**config.mk**
```make
export PLATFORM = sky130hd
export DESIGN_NAME = apb2axi_rd_scheduler
export DESIGN_NICKNAME = d
export VERILOG_FILES = /design/src/rtl/apb2axi_pkg.sv /design/src/rtl/apb2axi_rr_arbiter.sv /design/src/rtl/apb2axi_rd_scheduler.sv
export SDC_FILE = /design/constraint.sdc
export NUM_CORES = 1
export LEC_CHECK = 0
export BUFFER_PORTS_ARGS = -buffer_cell sky130_fd_sc_hd__clkbuf_2
export CORE_MARGIN = 2
export CORE_UTILIZATION = 40
export CTS_CLUSTER_DIAMETER = 120
export DETAILED_ROUTE_END_ITERATION = 8
export PLACE_DENSITY = 0.67
export SETUP_SLACK_MARGIN = 0.3
export SYNTH_ARGS = -nofsm -noshare
export SYNTH_HDL_FRONTEND = slang
export SYNTH_SLANG_ARGS = --single-unit
```
**constraint.sdc**
```tcl
create_clock -name aclk -period 7.9 [get_ports aclk]
set_input_delay 1.185 -clock aclk [delete_from_list [all_inputs] [get_ports aclk]]
set_output_delay 1.185 -clock aclk [all_outputs]
set_load 0.01 [all_outputs]
```
**src/rtl/apb2axi_pkg.sv**
```systemverilog
// Shared APB-to-AXI bridge types and constants: AXI widths, AR attribute constants,
// read scheduler state encoding and a generic round-robin pick helper.
package apb2axi_pkg;

    localparam int unsigned AXI_ADDR_W = 32;
    localparam int unsigned AXI_ID_W   = 4;

    localparam logic [1:0] AR_BURST_INCR = 2'b01;
    localparam logic [3:0] AR_CACHE_DEF  = 4'b0011;

    // Widest requester vector the round-robin helper handles.
    localparam int unsigned RR_MAX_REQ = 8;

    typedef enum logic [0:0] {
        RS_IDLE,
        RS_HOLD
    } rd_sched_state_e;

    typedef struct packed {
        logic       found;
        logic [2:0] idx;
    } rr_pick_t;

    // First set bit of eligible at or after ptr, wrapping modulo n_req (ptr < n_req).
    function automatic rr_pick_t rr_pick(input logic [RR_MAX_REQ-1:0] eligible,
                                         input logic [2:0]            ptr,
                                         input int unsigned           n_req);
        rr_pick_t    res;
        int unsigned j;
        res = '0;
        for (int unsigned k = 0; k < RR_MAX_REQ; k++) begin
            j = 32'(ptr) + k;
            if (j >= n_req) begin
                j = j - n_req;
            end
            if ((k < n_req) && !res.found && eligible[3'(j)]) begin
                res.found = 1'b1;
                res.idx   = 3'(j);
            end
        end
        return res;
    endfunction

endpackage

```
**src/rtl/apb2axi_rr_arbiter.sv**
```systemverilog
// Combinational round-robin requester pick; PRIO0 gives requester 0 fixed top priority
// and leaves the rotation to the remaining requesters.
module apb2axi_rr_arbiter #(
    parameter int unsigned N_REQ = 4,
    parameter bit          PRIO0 = 1'b0,
    parameter int unsigned SEL_W = $clog2(N_REQ)
) (
    input  logic [N_REQ-1:0] eligible,
    input  logic [SEL_W-1:0] ptr,
    output logic             found,
    output logic [SEL_W-1:0] pick
);
    import apb2axi_pkg::*;

    logic [RR_MAX_REQ-1:0] elig_ext;
    rr_pick_t              rr_res;

    always_comb begin
        elig_ext               = '0;
        elig_ext[N_REQ-1:0]    = eligible;
        if (PRIO0) begin
            elig_ext[0] = 1'b0;
        end
        rr_res = rr_pick(elig_ext, 3'(ptr), N_REQ);
        found  = rr_res.found;
        pick   = SEL_W'(rr_res.idx);
        if (PRIO0 && eligible[0]) begin
            found = 1'b1;
            pick  = '0;
        end
    end

endmodule

```
**src/rtl/apb2axi_rd_scheduler.sv**
```systemverilog
// Shares one AXI AR channel among N_REQ read sources with ARID-collision blocking and an
// outstanding-burst cap. Define APB2AXI_RD_SCHED_PRIO_EN to give requester 0 fixed priority.
module apb2axi_rd_scheduler #(
    parameter int unsigned N_REQ      = 4,
    parameter int unsigned MAX_OUTST  = 8,
    parameter int unsigned AXI_ADDR_W = apb2axi_pkg::AXI_ADDR_W,
    parameter int unsigned AXI_ID_W   = apb2axi_pkg::AXI_ID_W,
    parameter int unsigned SEL_W      = $clog2(N_REQ),
    parameter int unsigned CNT_W      = $clog2(MAX_OUTST + 1)
) (
    input  logic                        aclk,
    input  logic                        areset,
    input  logic [N_REQ-1:0]            req_valid,
    output logic [N_REQ-1:0]            req_ready,
    input  logic [N_REQ*AXI_ADDR_W-1:0] req_addr,
    input  logic [N_REQ*AXI_ID_W-1:0]   req_id,
    input  logic [N_REQ*4-1:0]          req_len,
    input  logic [N_REQ*3-1:0]          req_size,
    output logic [AXI_ID_W-1:0]         arid,
    output logic [AXI_ADDR_W-1:0]       araddr,
    output logic [3:0]                  arlen,
    output logic [2:0]                  arsize,
    output logic [1:0]                  arburst,
    output logic                        arlock,
    output logic [3:0]                  arcache,
    output logic [2:0]                  arprot,
    output logic                        arvalid,
    input  logic                        arready,
    input  logic [AXI_ID_W-1:0]         rid,
    input  logic                        rvalid,
    input  logic                        rready,
    input  logic                        rlast,
    output logic [SEL_W-1:0]            rsp_sel,
    output logic [N_REQ-1:0]            rsp_done,
    output logic [CNT_W-1:0]            outst_cnt,
    output logic                        err_unexp_rid
);
    import apb2axi_pkg::*;

    localparam int unsigned ID_NUM = 2 ** AXI_ID_W;

`ifdef APB2AXI_RD_SCHED_PRIO_EN
    localparam bit PrioEn = 1'b1;
`else
    localparam bit PrioEn = 1'b0;
`endif

    rd_sched_state_e         state_q, state_d;
    logic [ID_NUM-1:0]       id_busy_q, id_busy_d;
    logic [SEL_W-1:0]        owner_tbl_q [ID_NUM];
    logic [SEL_W-1:0]        rr_ptr_q, rr_ptr_d;
    logic [SEL_W-1:0]        sel_q, sel_d;
    logic [CNT_W-1:0]        outst_cnt_q, outst_cnt_d;
    logic [AXI_ID_W-1:0]     arid_q, arid_d;
    logic [AXI_ADDR_W-1:0]   araddr_q, araddr_d;
    logic [3:0]              arlen_q, arlen_d;
    logic [2:0]              arsize_q, arsize_d;
    logic [N_REQ-1:0]        rsp_done_q, rsp_done_d;
    logic                    err_q, err_d;

    logic [N_REQ-1:0]        eligible;
    logic                    pick_found;
    logic [SEL_W-1:0]        pick;
    logic                    ar_hs, r_hs, rid_busy, r_done;

    always_comb begin
        eligible = '0;
        for (int i = 0; i < N_REQ; i++) begin
            eligible[i] = req_valid[i] & ~id_busy_q[req_id[i*AXI_ID_W +: AXI_ID_W]] &
                          (outst_cnt_q < CNT_W'(MAX_OUTST));
        end
    end

    apb2axi_rr_arbiter #(
        .N_REQ (N_REQ),
        .PRIO0 (PrioEn),
        .SEL_W (SEL_W)
    ) u_arb (
        .eligible (eligible),
        .ptr      (rr_ptr_q),
        .found    (pick_found),
        .pick     (pick)
    );

    // Grant pops the request immediately; the payload then sits in HOLD until arready.
    always_comb begin
        state_d   = state_q;
        sel_d     = sel_q;
        arid_d    = arid_q;
        araddr_d  = araddr_q;
        arlen_d   = arlen_q;
        arsize_d  = arsize_q;
        req_ready = '0;
        arvalid   = 1'b0;
        unique case (state_q)
            RS_IDLE: begin
                if (pick_found && !areset) begin
                    req_ready[pick] = 1'b1;
                    sel_d           = pick;
                    arid_d          = req_id[pick*AXI_ID_W +: AXI_ID_W];
                    araddr_d        = req_addr[pick*AXI_ADDR_W +: AXI_ADDR_W];
                    arlen_d         = req_len[pick*4 +: 4];
                    arsize_d        = req_size[pick*3 +: 3];
                    state_d         = RS_HOLD;
                end
            end
            RS_HOLD: begin
                arvalid = 1'b1;
                if (arready) begin
                    state_d = RS_IDLE;
                end
            end
            default: state_d = RS_IDLE;
        endcase
    end

    always_comb begin
        ar_hs    = arvalid & arready;
        r_hs     = rvalid & rready;
        rid_busy = id_busy_q[rid];
        r_done   = r_hs & rlast & rid_busy;

        // Clear before set so an AR reusing the completing ID stays busy.
        id_busy_d = id_busy_q;
        if (r_done) begin
            id_busy_d[rid] = 1'b0;
        end
        if (ar_hs) begin
            id_busy_d[arid_q] = 1'b1;
        end

        outst_cnt_d = outst_cnt_q;
        if (ar_hs && !r_done) begin
            outst_cnt_d = outst_cnt_q + CNT_W'(1);
        end else if (!ar_hs && r_done) begin
            outst_cnt_d = outst_cnt_q - CNT_W'(1);
        end

        rsp_done_d = '0;
        if (r_done) begin
            rsp_done_d[owner_tbl_q[rid]] = 1'b1;
        end
        err_d = r_hs & ~rid_busy;

        rr_ptr_d = rr_ptr_q;
        if (ar_hs && !(PrioEn && (sel_q == '0))) begin
            rr_ptr_d = (sel_q == SEL_W'(N_REQ - 1)) ? '0 : sel_q + SEL_W'(1);
        end
    end

    always_ff @(posedge aclk) begin
        if (areset) begin
            state_q     <= RS_IDLE;
            id_busy_q   <= '0;
            rr_ptr_q    <= '0;
            sel_q       <= '0;
            outst_cnt_q <= '0;
            arid_q      <= '0;
            araddr_q    <= '0;
            arlen_q     <= '0;
            arsize_q    <= '0;
            rsp_done_q  <= '0;
            err_q       <= 1'b0;
        end else begin
            state_q     <= state_d;
            id_busy_q   <= id_busy_d;
            rr_ptr_q    <= rr_ptr_d;
            sel_q       <= sel_d;
            outst_cnt_q <= outst_cnt_d;
            arid_q      <= arid_d;
            araddr_q    <= araddr_d;
            arlen_q     <= arlen_d;
            arsize_q    <= arsize_d;
            rsp_done_q  <= rsp_done_d;
            err_q       <= err_d;
        end
    end

    // Entries are only meaningful while the matching id_busy bit is set.
    always_ff @(posedge aclk) begin
        if (ar_hs) begin
            owner_tbl_q[arid_q] <= sel_q;
        end
    end

    assign arid          = arid_q;
    assign araddr        = araddr_q;
    assign arlen         = arlen_q;
    assign arsize        = arsize_q;
    assign arburst       = AR_BURST_INCR;
    assign arlock        = 1'b0;
    assign arcache       = AR_CACHE_DEF;
    assign arprot        = 3'b000;
    assign rsp_sel       = owner_tbl_q[rid];
    assign rsp_done      = rsp_done_q;
    assign outst_cnt     = outst_cnt_q;
    assign err_unexp_rid = err_q;

endmodule

```
=== Word level (Yosys, flattened, before mapping) ===
Memory sizes are Yosys's and may differ from the RTL's.
Cells that the tools add are included.
Widths: inputs -> output; s select.

* Input port bits: 186
* Latch bits: 0
* Memories kept: 1
* Logic and storage cells: 138
* Register bits: 73
* Output and inout port bits: 69
* ROM bits: 0
* Memory bits (writable): 32

* Bitwise gates (word level): 23
* Div/mod/pow operators: 0
* Muxes and demuxes: 47
* Add/subtract/negate cells: 10
* Shift-type cells: 4
* Equality and inequality tests: 1
* Order comparisons: 21
* Reduce and logical (&&, ||, !) cells: 19
* $mul: 1

{| class="wikitable"
|+ Memory list
! name !! words !! bits a word !! read ports !! clocked after memory_dff !! write ports !! line !! RTL
|-
| owner_tbl_q || 16 || 2 || 1 || 0 || 1 || apb2axi_rd_scheduler.sv:50 || <nowiki>logic [SEL_W-1:0] owner_tbl_q [ID_NUM];</nowiki>
|}

{| class="wikitable"
|+ Operators with widths
! operator !! count
|-
| $shiftx 128x8->32 || 1
|-
| $ge 32x3->1 const B || 3
|-
| $mux 16 || 2
|-
| $mux 4 || 8
|-
| $shiftx 16x5->4 || 2
|-
| $lt 4x5->1 const B || 6
|-
| $bmux 1 s4 || 5
|-
| $mux 1 || 18
|-
| $and 16x16->16 || 1
|-
| $lt 3x4->1 const B || 4
|-
| $not 16->16 || 1
|-
| $or 16x16->16 || 1
|-
| $and 1x1->1 || 13
|-
| $bmux 1 s3 || 4
|-
| $mux 3 || 4
|-
| $shiftx 12x5->3 || 1
|-
| $logic_and 1x1->1 || 10
|-
| $sub 3x3->3 const B || 3
|-
| $demux 1 s4 || 2
|-
| $ge 4x1->1 const B || 2
|-
| $not 1->1 || 7
|-
| $add 2x2->3 const B || 2
|-
| $logic_not 1->1 || 6
|-
| $lt 2x3->1 const B || 2
|-
| 16 further kinds || 18
|}

=== Depth between registers and ports, before layout ===
Gate-level depths: netlist of run 1.

* Word-level depth: 23
* Depth in mapped cells: 12
* Mapped depth without buffers: 11

=== Hierarchy ===
Synthesis of run 1 repeated with hierarchy kept, for this count alone.

* Cell total of the unflattened synthesis: 542
* Area total of the unflattened synthesis: 6010.8 sq um

{| class="wikitable"
|+ Modules (own cells, without submodules)
! module !! seq. area each (sq um) !! cells each !! times used !! area each (sq um)
|-
| apb2axi_rd_scheduler || 2422.3 || 527 || 1 || 5933.2
|-
| apb2axi_rr_arbiter || 0.0 || 15 || 1 || 77.6
|}

=== Least setup slack after synthesis of run 1 ===
No wires, ideal clock.

* Kind: input-to-output
* From: in req_id[8]
* To: out req_ready[0]
* Slack: 3.551 ns
* Required time: 6.715 ns
* Arrival time: 3.164 ns
* Cell stages on the path: 10
* Path buffers: 3
* Cell sequence: buf_2 -> mux4_2 -> mux2i_1 -> a22oi_1 -> o22ai_1 -> o22ai_4 -> nand2b_2 -> buf_6 -> buf_12 -> nor2_1

* Cells in the longest elaborated chain, start to end: 23
* Elaborated cells on any way between the ends: 31
* Classes of those cells: order compare: 2; mux: 18; bitwise: 3; reduce/logical: 8

{| class="wikitable"
|+ Ends and longest elaborated chain
! element !! line !! RTL
|-
| from (decl) || apb2axi_rd_scheduler.sv:16 || <nowiki>input logic [N_REQ*AXI_ID_W-1:0] req_id,</nowiki>
|-
| $bmux 1 s4 (*) || apb2axi_rd_scheduler.sv:69 || <nowiki>eligible[i] = req_valid[i] & ~id_busy_q[req_id[i*AXI_ID_W +: AXI_ID_W]] &</nowiki>
|-
| $mux 1 (not written as such) (*) || apb2axi_rd_scheduler.sv:69 ||
|-
| $not 1->1 (*) || apb2axi_rd_scheduler.sv:69 ||
|-
| $and 1x1->1 (*) (2 in series) || apb2axi_rd_scheduler.sv:69 ||
|-
| $bmux 1 s3 || apb2axi_pkg.sv:36 || <nowiki>if ((k < n_req) && !res.found && eligible[3'(j)]) begin</nowiki>
|-
| $mux 1 (not written as such) || apb2axi_pkg.sv:36 ||
|-
| $mux 4 || apb2axi_pkg.sv:36 ||
|-
| $logic_not 1->1 || apb2axi_pkg.sv:36 ||
|-
| [6 not listed] || n/a ||
|-
| $logic_and 1x1->1 || apb2axi_pkg.sv:36 ||
|-
| $mux 4 (*) || apb2axi_pkg.sv:36 ||
|-
| $lt 2x3->1 (not written as such) / $ge 2x1->1 (equally long branches) || apb2axi_rd_scheduler.sv:98 || <nowiki>req_ready[pick] = 1'b1;</nowiki>
|-
| $logic_and 1x1->1 (not written as such) || apb2axi_rd_scheduler.sv:98 ||
|-
| $mux 1 (not written as such) || apb2axi_rd_scheduler.sv:98 ||
|-
| $demux 1 s2 || apb2axi_rd_scheduler.sv:98 ||
|-
| $mux 4 (*) || apb2axi_rd_scheduler.sv:97 || <nowiki>if (pick_found && !areset) begin</nowiki>
|-
| $mux 4 (*) || apb2axi_rd_scheduler.sv:95 || <nowiki>unique case (state_q)</nowiki>
|-
| to (decl) || apb2axi_rd_scheduler.sv:14 || <nowiki>output logic [N_REQ-1:0] req_ready,</nowiki>
|}

Mark *: on every way between the ends. The rest lies on a longest branch, timed or not. The select of a mux whose other input is x is not followed.

=== Worst setup path in the final report of run 1 ===
* From: in req_id[14]
* To: out req_ready[0]

Same word-level chain as after synthesis.

==> results of run 1 <==
-- cell usage after synthesis (2+ instances only) --
library cell,instances,area (µm²)
a31oi_1,2,12.5
or3_1,2,12.5
buf_8,3,45.0
edfxtp_1,32,961
a32oi_2,2,32.5
o211ai_2,37,463
and3b_1,2,17.5
or3b_2,3,26.3
conb_1,2,7.51
buf_2,6,30.0
a22oi_1,2,15.0
a21boi_0,40,300
mux2i_1,63,631
clkbuf_1,28,105
buf_6,8,90.1
nand2b_1,5,31.3
xnor2_1,2,17.5
nand2_1,67,251
o221ai_1,3,26.3
o22ai_1,2,12.5
mux2_2,4,45.0
buf_1,2,7.51
o21ai_0,17,85.1
o211ai_1,45,338
nor3b_1,2,15.0
and3_1,45,282
nor2_1,19,71.3
a21o_1,2,15.0
nor2b_1,7,43.8
and2_1,3,18.8
dfxtp_1,73,1460
mux4_2,25,563
buf_4,16,120
nand3_1,5,25.0
ha_1,4,50.1
a21oi_1,23,115
inv_1,20,75.1
nor3_1,5,25.0
-- final timing paths --
check / start / to / slack [ns] / cells past startpoint
setup / recovery: req_id[14] / req_ready[0] / 2.28 / 10
hold / removal: araddr[1]$_SDFFE_PP0P_ / araddr[1]$_SDFFE_PP0P_ / 0.48 / 2
setup reg to reg: id_busy_q[14]$_SDFF_PP0_ / arid[2]$_SDFFE_PP0P_ / 4.31 / 8
hold reg to reg: araddr[1]$_SDFFE_PP0P_ / araddr[1]$_SDFFE_PP0P_ / 0.48 / 2
-- worst min-delay path, delay by kind of cell (launching register included) --
family | cells | cell delay [ns]
flip-flops | 1 | 0.33
AND/OR/NAND/NOR | 1 | 0.06
AO/OA/AOI/OAI | 1 | 0.06
-- state kept, by name, indices dropped and copies added (netlist names) --
register	flops
outst_cnt	4
arid	4
err_unexp_rid	1
arlen	4
state_q	1
rr_ptr_q	2
rsp_done	4
sel_q	2
arsize	3
owner_tbl_q	32
araddr	32
id_busy_q	16
-- area by class of cell --
type / count / share of cell area
tap: 220 / 0.0339
inverter: 20 / 0.00925
sequential: 105 / 0.299
clock inverter: 7 / 0.00848
multi-input combinational: 468 / 0.467
antenna: 1 / 0.000308
clock buffer: 9 / 0.0278
timing repair buffer: 249 / 0.155
-- routing by layer --
layer  global-route usage  up-vias  share of wire
met1                0.285     2791           0.41
met4               0.0562        0          0.014
li1                     -     2833              -
met3               0.0517       25          0.075
met5                    0        -              0
met2                0.388      252           0.50
-- through the flow --
stage / worst slack (ns) / hold WS [ns] / std cells / instance area [µm²] / util
2_1_floorplan: 3.55 / 0.489 / 657 / 6690 / -
3_3_place_gp: 2.35 / 0.456 / 1062 / 7820 / 0.476
3_5_place_dp: 2.30 / 0.462 / 1062 / 7820 / 0.476
4_1_cts: 2.28 / 0.480 / 1078 / 8110 / 0.494
5_1_grt: 2.06 / 0.502 / 1078 / 8110 / 0.494
6_report: 2.28 / 0.478 / 1079 / 8110 / 0.495
-- power breakdown --
part	internal, µW	leakage, µW	switching, µW
Clock	223	0.000145	234
Sequential	609	0.000883	45.0
Combinational	192	0.00270	261
-- logic make-up (layout without fill, tap and decap cells) --
logic type / count (synthesis) / count (layout) / synth area share
other cells: 2 / 11 / 0.00113
compound gates: 185 / 185 / 0.228
simple gates: 173 / 173 / 0.132
buf+inv: 84 / 285 / 0.0740
xor+xnor: 3 / 3 / 0.00395
mux: 92 / 92 / 0.186
fa+ha+maj: 5 / 5 / 0.0105
flops: 105 / 105 / 0.364
==> impl_metrics.py, run 1 <==
metrics = {
    "status": {
        "status": "complete, no violations",
    },
    "logic_synthesis": {
        "ys_ff_latch": 105,
        "synth_cells": 649,
        "synth.cell_area_um2": 6660,
        "ys_warn_count": 0,
        "synth_edf_count": 32,
        "ys.flop_type": "dfxtp_1",
        "yosysSeqAreaShare": 0.364,
        "synthArstFlopShare": 0,
        "synth.avg_cell_area_um2": 10.3,
        "yosysUniqueCellTypes": 59,
    },
    "timing": {
        "worst_pin_slew_ns": 1.05,
        "finalCritPeriodShare": 0.711,
        "maxSlewViolCount": 0,
        "fin_crit_ns": 5.62,
        "max_freq_mhz": 178,
        "setup_viol": 0,
        "final_hold_viol_count": 0,
        "tns_ns": 0,
        "slew_headroom": 0.299,
        "rsz0062_at_grt": "no",
        "fin_skew_ns": 0.00849,
    },
    "floorplan": {
        "die_area_um2": 17700,
        "die_h_um": 133,
        "chipWidth_um": 133,
        "start_util": 0.406,
        "core_area_um2": 16400,
        "ioPinCount": 255,
        "rows": 47,
    },
    "placed_design": {
        "gp_congestion": 0.879,
        "dp_hpwl_um": 14900,
        "io_buffer_count": 244,
    },
    "clock_tree": {
        "cts_tree": "yes",
        "cts_max_level": 3,
        "post-cts-setup-buffers": 0,
        "cts_root_buffer": "clkbuf_16",
        "cts_resized": 0,
        "clkLatencyLatePin_ns": 0.36,
        "clock_sinks": 105,
        "clk_path_buf_depth": 2,
        "postCtsHoldBufs": 0,
        "cts_buffers": 9,
        "path_clk_slew_ns": 0.08,
    },
    "pwr": {
        "p_leak_uw": 0.00372,
        "peakVddDrop_mv": 0.122,
        "power.total_uw": 1570,
        "p_per_area_nw_per_um2": 193,
    },
    "layout": {
        "fill_cells": 1572,
        "area_growth_syn_to_layout_pct": 21.9,
        "drive_above_1_share": 0.401,
        "final_common_cell": "clkbuf_2",
        "multi_input_area_um2": 3790,
        "final_cell_mix": "clkbuf_2, dfxtp_1, nand2_1",
        "seq_area_um2": 2420,
        "nets": 1044,
    },
    "setup_path": {
        "crit_chain": "clkbuf_2 -> mux2i_1 -> mux4_2 -> a2bb2oi_1 -> a41oi_2 -> and2b_2 -> nand2b_2 -> buf_4 -> nor2_1 -> clkbuf_2",
        "crit_top_cell": "clkbuf_2",
        "crit_buf_inv": 3,
        "end_kind": "output port",
        "cpPeakStageDelay_ns": 0.62,
        "cp_data_required_time_ns": 6.71,
        "cp_top_family": "buffers and inverters",
        "start_kind": "input pin",
        "criticalPathCategory": "in2out",
        "path_max_fanout": 45,
        "cp.arrival_ns": 4.43,
        "crit_slowest_cell": "and2b_2",
    },
    "routing": {
        "drc": 0,
        "wirelength_um": 20300,
        "viasPerCell": 5.47,
        "dr.first_iter.drc_count": 438,
        "num_vias": 5901,
        "drt_first_pass_iters": 4,
        "routedWlPerCell_um": 18.8,
        "ant_nets": 0,
    },
    "global_route": {
        "grt_pass1_wl_um": 30800,
        "antenna_found_initial": 1,
        "grt.total_usage": 0.225,
        "grt_max_degree": 85,
        "grt-ovfl-total": 0,
        "grt_pass1_vias": 5647,
    },
    "hold_path": {
        "hold_path_class": "reg2reg",
    },
    "flow_run": {
        "maxCapViolations": 0,
    },
}
Note: power is estimated with default switching activity, not from simulation.
==> run 2, diff against run 1 <==
PLACE_DENSITY = 0.7   (was 0.67)
clock period = 4.6 ns   (was 7.9 ns; I/O delays follow)
==> run 2 against run 1 <==
Flip-flop and latch count did not move. Global-route usage rose by 0.31 points. Via count rose by 0.22%. Register-to-register slack got worse by 3.0 ns. Worst setup slack got worse by 1.4 ns. Final area rose by 0.59%. Clock-buffer cell count did not move. Critical path type unchanged. Critical endpoint unchanged.
==> impl_metrics.py, run 2 (synthesis results as in run 1) <==
metrics = {
    "pwr": {
        "p_seq_frac": 0.411,
        "p_sw_frac": 0.337,
        "power.total_uw": 2750,
        "p_int_uw": 1820,
        "peakVddDrop_mv": 0.234,
        "combPwrFrac": 0.284,
        "p_leak_uw": 0.00375,
        "power_frac_clock": 0.305,
        "p_per_area_nw_per_um2": 337,
        "p_sw_uw": 926,
    },
    "routing": {
        "num_vias": 5914,
        "ant_nets": 0,
        "routedWlPerCell_um": 18.7,
        "drc": 0,
        "wirelength_um": 20200,
        "drt_first_pass_iters": 5,
        "dr.first_iter.drc_count": 578,
        "viasPerCell": 5.47,
    },
    "clock_tree": {
        "clock_sinks": 105,
        "cts_tree": "yes",
        "clkLatencyLatePin_ns": 0.36,
        "clk_path_buf_depth": 2,
        "cts_max_level": 3,
        "cts_root_buffer": "clkbuf_16",
        "cts_resized": 0,
        "postCtsHoldBufs": 0,
        "post-cts-setup-buffers": 0,
        "cts_buffers": 9,
        "path_clk_slew_ns": 0.08,
    },
    "timing": {
        "fin_crit_ns": 3.76,
        "maxSlewViolCount": 0,
        "rsz0062_at_grt": "no",
        "max_freq_mhz": 266,
        "finalCritPeriodShare": 0.818,
        "worst_pin_slew_ns": 0.730,
        "final_hold_viol_count": 0,
        "slew_headroom": 0.514,
        "fin_skew_ns": 0.00875,
        "tns_ns": 0,
        "setup_viol": 0,
    },
    "global_route": {
        "grt.total_usage": 0.228,
        "grt_max_degree": 85,
        "antenna_found_initial": 1,
        "grt_pass1_wl_um": 31200,
        "grt-ovfl-total": 0,
        "grt_pass1_vias": 5604,
    },
    "floorplan": {
        "rows": 47,
        "chipWidth_um": 133,
        "core_area_um2": 16400,
        "start_util": 0.406,
        "ioPinCount": 255,
        "die_h_um": 133,
        "die_area_um2": 17700,
    },
    "setup_path": {
        "cp_data_required_time_ns": 3.91,
        "path_max_fanout": 15,
        "criticalPathCategory": "in2out",
        "cp.arrival_ns": 3.07,
        "start_kind": "input pin",
        "end_kind": "output port",
    },
    "layout": {
        "antenna_cells": 0,
        "drive_above_1_share": 0.403,
        "area_growth_syn_to_layout_pct": 22.6,
        "nets": 1047,
        "final_common_cell": "clkbuf_2",
        "final_cell_mix": "clkbuf_2, dfxtp_1, nand2_1",
    },
    "flow_run": {
        "maxCapViolations": 0,
    },
    "placed_design": {
        "gp_congestion": 0.861,
        "io_buffer_count": 244,
        "dp_hpwl_um": 15000,
    },
    "hold_path": {
        "hold_path_class": "reg2reg",
    },
    "status": {
        "status": "complete, no violations",
    },
}
==> run 2: metal layers <==
metal  share of wire  vias to the layer above  global-route usage
li1                -                     2841                   -
met1            0.43                     2791               0.305
met2            0.48                      257               0.368
met3           0.080                       23              0.0598
met4           0.014                        2              0.0585
met5         0.00060                        -                   0
==> run 2: power groups by stage <==
stage / sequential, µW / combinational, µW / clock [µW]
CTS: 1130 / 784 / 866
detailed placement: 1150 / 782 / 0
global route: 1140 / 853 / 898
global placement: 1140 / 775 / 0
floorplan: 1160 / 519 / 0
finish: 1130 / 780 / 839
==> run 2: cell type report <==
type / count / area [µm²]
sequential: 105 / 2420
tap: 220 / 275
timing repair buffer: 252 / 1280
inverter: 20 / 75.1
clock inverter: 7 / 97.6
clock buffer: 9 / 225
multi-input combinational: 468 / 3780
fill: 1530 / 8250
==> run 2: final timing paths <==
check        depth (start not counted)  slack (ns)               startpoint               endpoint
max reg2reg                          8        1.27  id_busy_q[8]$_SDFF_PP0_   arid[2]$_SDFFE_PP0P_
min                                  2        0.48    arlen[1]$_SDFFE_PP0P_  arlen[1]$_SDFFE_PP0P_
min reg2reg                          2        0.48    arlen[1]$_SDFFE_PP0P_  arlen[1]$_SDFFE_PP0P_
max                                 10        0.84                req_id[8]           req_ready[0]
==> run 2: metrics by stage <==
step                      cell area [µm²]   util  setup WS [ns]  hold slack [ns]  cells
after CTS                            8160  0.497          0.843            0.482   1081
final                                8160  0.497          0.839            0.480   1081
after detailed placement             7840  0.478          0.471            0.461   1065
after floorplan                      6690      -           1.07            0.489    657
after global routing                 8160  0.497          0.603            0.496   1081
after global placement               7840  0.478          0.567            0.456   1065
==> run 2: critical path, cell delays in order <==
cell and delay [ns]:
clkbuf_2 0.18, mux4_2 0.51, mux2i_1 0.30, a22oi_1 0.21, a41oi_2 0.39, and2b_1 0.23
buf_4 0.22, nand2b_2 0.08, nor2_1 0.11, clkbuf_2 0.15
==> run 3, diff against run 2 <==
clock period = 3.35 ns   (was 4.6 ns; I/O delays follow)
==> run 3 against run 2 <==
Final cell count rose by 2.4%. Non-clock buffer count rose by 26. Combinational power rose by 53%. First-iteration DRC count fell by 20%. Register-to-register slack got worse by 0.87 ns. Worst setup slack got worse by 0.53 ns. Power rose by 40%. Hold slack got worse by 0.13 ns.
==> impl_metrics.py, run 3 (synthesis results as in run 1) <==
metrics = {
    "placed_design": {
        "io_buffer_count": 244,
        "gp_congestion": 0.864,
        "dp_hpwl_um": 15500,
    },
    "hold_path": {
        "min_path_cells": 3,
        "min_from": "rready",
        "min_to": "err_unexp_rid$_SDFF_PP0_",
        "hold_path_class": "in2reg",
    },
    "pwr": {
        "peakVddDrop_mv": 0.276,
        "power.total_uw": 3850,
        "p_leak_uw": 0.00392,
        "p_per_area_nw_per_um2": 448,
    },
    "layout": {
        "antenna_cells": 0,
        "fin_util": 0.524,
        "drive_above_1_share": 0.464,
        "area_growth_syn_to_layout_pct": 29.1,
        "nets": 1073,
        "fill_cells": 1507,
        "final_cell_mix": "clkbuf_2, nand2_1, mux2i_1",
        "final_common_cell": "clkbuf_2",
    },
    "setup_path": {
        "end_kind": "output port",
        "criticalPathCategory": "in2out",
        "cp.arrival_ns": 2.54,
        "crit_chain": "clkbuf_2 -> mux2i_1 -> mux4_2 -> a41o_1 -> a221o_2 -> and2_4 -> and3_4 -> buf_6",
        "r2r-start": "id_busy_q[15]$_SDFF_PP0_",
        "regToRegEndpoint": "outst_cnt[3]$_SDFFE_PP0P_",
        "start_kind": "input pin",
        "r2r_slack_ns": 0.40,
        "crit_slowest_cell": "mux4_2",
        "path_max_fanout": 10,
        "cpPeakStageDelay_ns": 0.55,
        "cp_data_required_time_ns": 2.85,
        "r2r_cells": 11,
    },
    "routing": {
        "num_vias": 6082,
        "dr.first_iter.drc_count": 463,
        "viasPerCell": 5.49,
        "wl_met2_um": 10200,
        "top_layer": "met4",
        "routedWlPerCell_um": 19.0,
        "drt_first_pass_iters": 4,
        "ant_nets": 0,
        "drt-met1-wl_um": 8790,
        "wl_met3_um": 1710,
        "wirelength_um": 21000,
        "drc": 0,
    },
    "global_route": {
        "grt.total_usage": 0.233,
        "grt-ovfl-total": 0,
        "grt_pass1_wl_um": 32000,
        "grt_max_degree": 85,
        "grt_pass1_vias": 5863,
        "antenna_found_initial": 1,
    },
    "clock_tree": {
        "postCtsHoldBufs": 0,
        "clock_sinks": 105,
        "cts_root_buffer": "clkbuf_16",
        "cts_tree": "yes",
        "path_clk_slew_ns": 0.09,
        "cts_max_level": 3,
        "clk_path_buf_depth": 2,
        "cts_buffers": 9,
        "clkLatencyLatePin_ns": 0.37,
    },
    "timing": {
        "max_freq_mhz": 329,
        "setup_viol": 0,
        "finalCritPeriodShare": 0.907,
        "slew_headroom": 0.573,
        "fin_crit_ns": 3.04,
        "tns_ns": 0,
        "worst_pin_slew_ns": 0.640,
        "rsz0062_at_grt": "yes",
        "final_hold_viol_count": 0,
        "maxSlewViolCount": 0,
        "fin_skew_ns": 0.0151,
    },
    "status": {
        "status": "complete, no violations",
    },
    "floorplan": {
        "ioPinCount": 255,
        "die_h_um": 133,
        "chipWidth_um": 133,
        "start_util": 0.406,
        "core_area_um2": 16400,
        "rows": 47,
        "die_area_um2": 17700,
    },
    "flow_run": {
        "maxCapViolations": 0,
    },
}
run 3: what timing repair did:
action	in CTS	in global routing
cloned	0	0
endpoints found under the hold margin	0	0
pin swaps	3	11
buffers inserted	2	14
resized for setup	26	36
endpoints found under the setup margin	4	5
run 3: how the worst max path moves through the flow:
stage	from	end	slack, ns
final	req_id[14]	req_ready[3]	0.31
after global placement	rid[0]	outst_cnt[3]$_SDFFE_PP0P_	0.08
after CTS	outst_cnt[3]$_SDFFE_PP0P_	req_ready[3]	0.30
after global routing	id_busy_q[8]$_SDFF_PP0_	req_ready[3]	0.24
after floorplan	rid[0]	outst_cnt[3]$_SDFFE_PP0P_	0.24
after detailed placement	rid[0]	outst_cnt[3]$_SDFFE_PP0P_	0.04
run 3: stage by stage:
step	area (µm²)	hold WS (ns)	setup WS, ns	cells
finish	8590	0.348	0.311	1107
floorplan	6720	0.489	0.238	657
global placement	7970	0.458	0.0834	1075
detailed placement	7970	0.461	0.0377	1075
CTS	8390	0.341	0.303	1093
global route	8590	0.354	0.243	1107
run 3: layout make-up:
type                    count  area [µm²]  area share
well taps                 220         275      0.0320
repair buffers            278        1530       0.178
clock buffers              10         250      0.0291
clock inverters             6        63.8     0.00743
inverters                  20        75.1     0.00874
flip-flops and latches    105        2470       0.287
multi-input cells         468        3930       0.457
run 3: where the power goes:
group / internal [µW] / switching (µW) / total (µW)
registers: 1430 / 109 / 1540
clock network: 573 / 545 / 1120
logic: 531 / 655 / 1190
total: 2540 / 1310 / 3850
run 3: critical path: cells and delay by family:
family	cells	cell delay, ns
AND/OR/NAND/NOR	2	0.41
buffers and inverters	2	0.30
AO/OA/AOI/OAI	2	0.61
multiplexers	2	0.70
run 3: routing by layer:
metal | vias to the layer above | GRT usage
li1 | 2893 | -
met1 | 2896 | 0.305
met2 | 268 | 0.384
met3 | 25 | 0.0602
met4 | 0 | 0.0603
met5 | - | 0
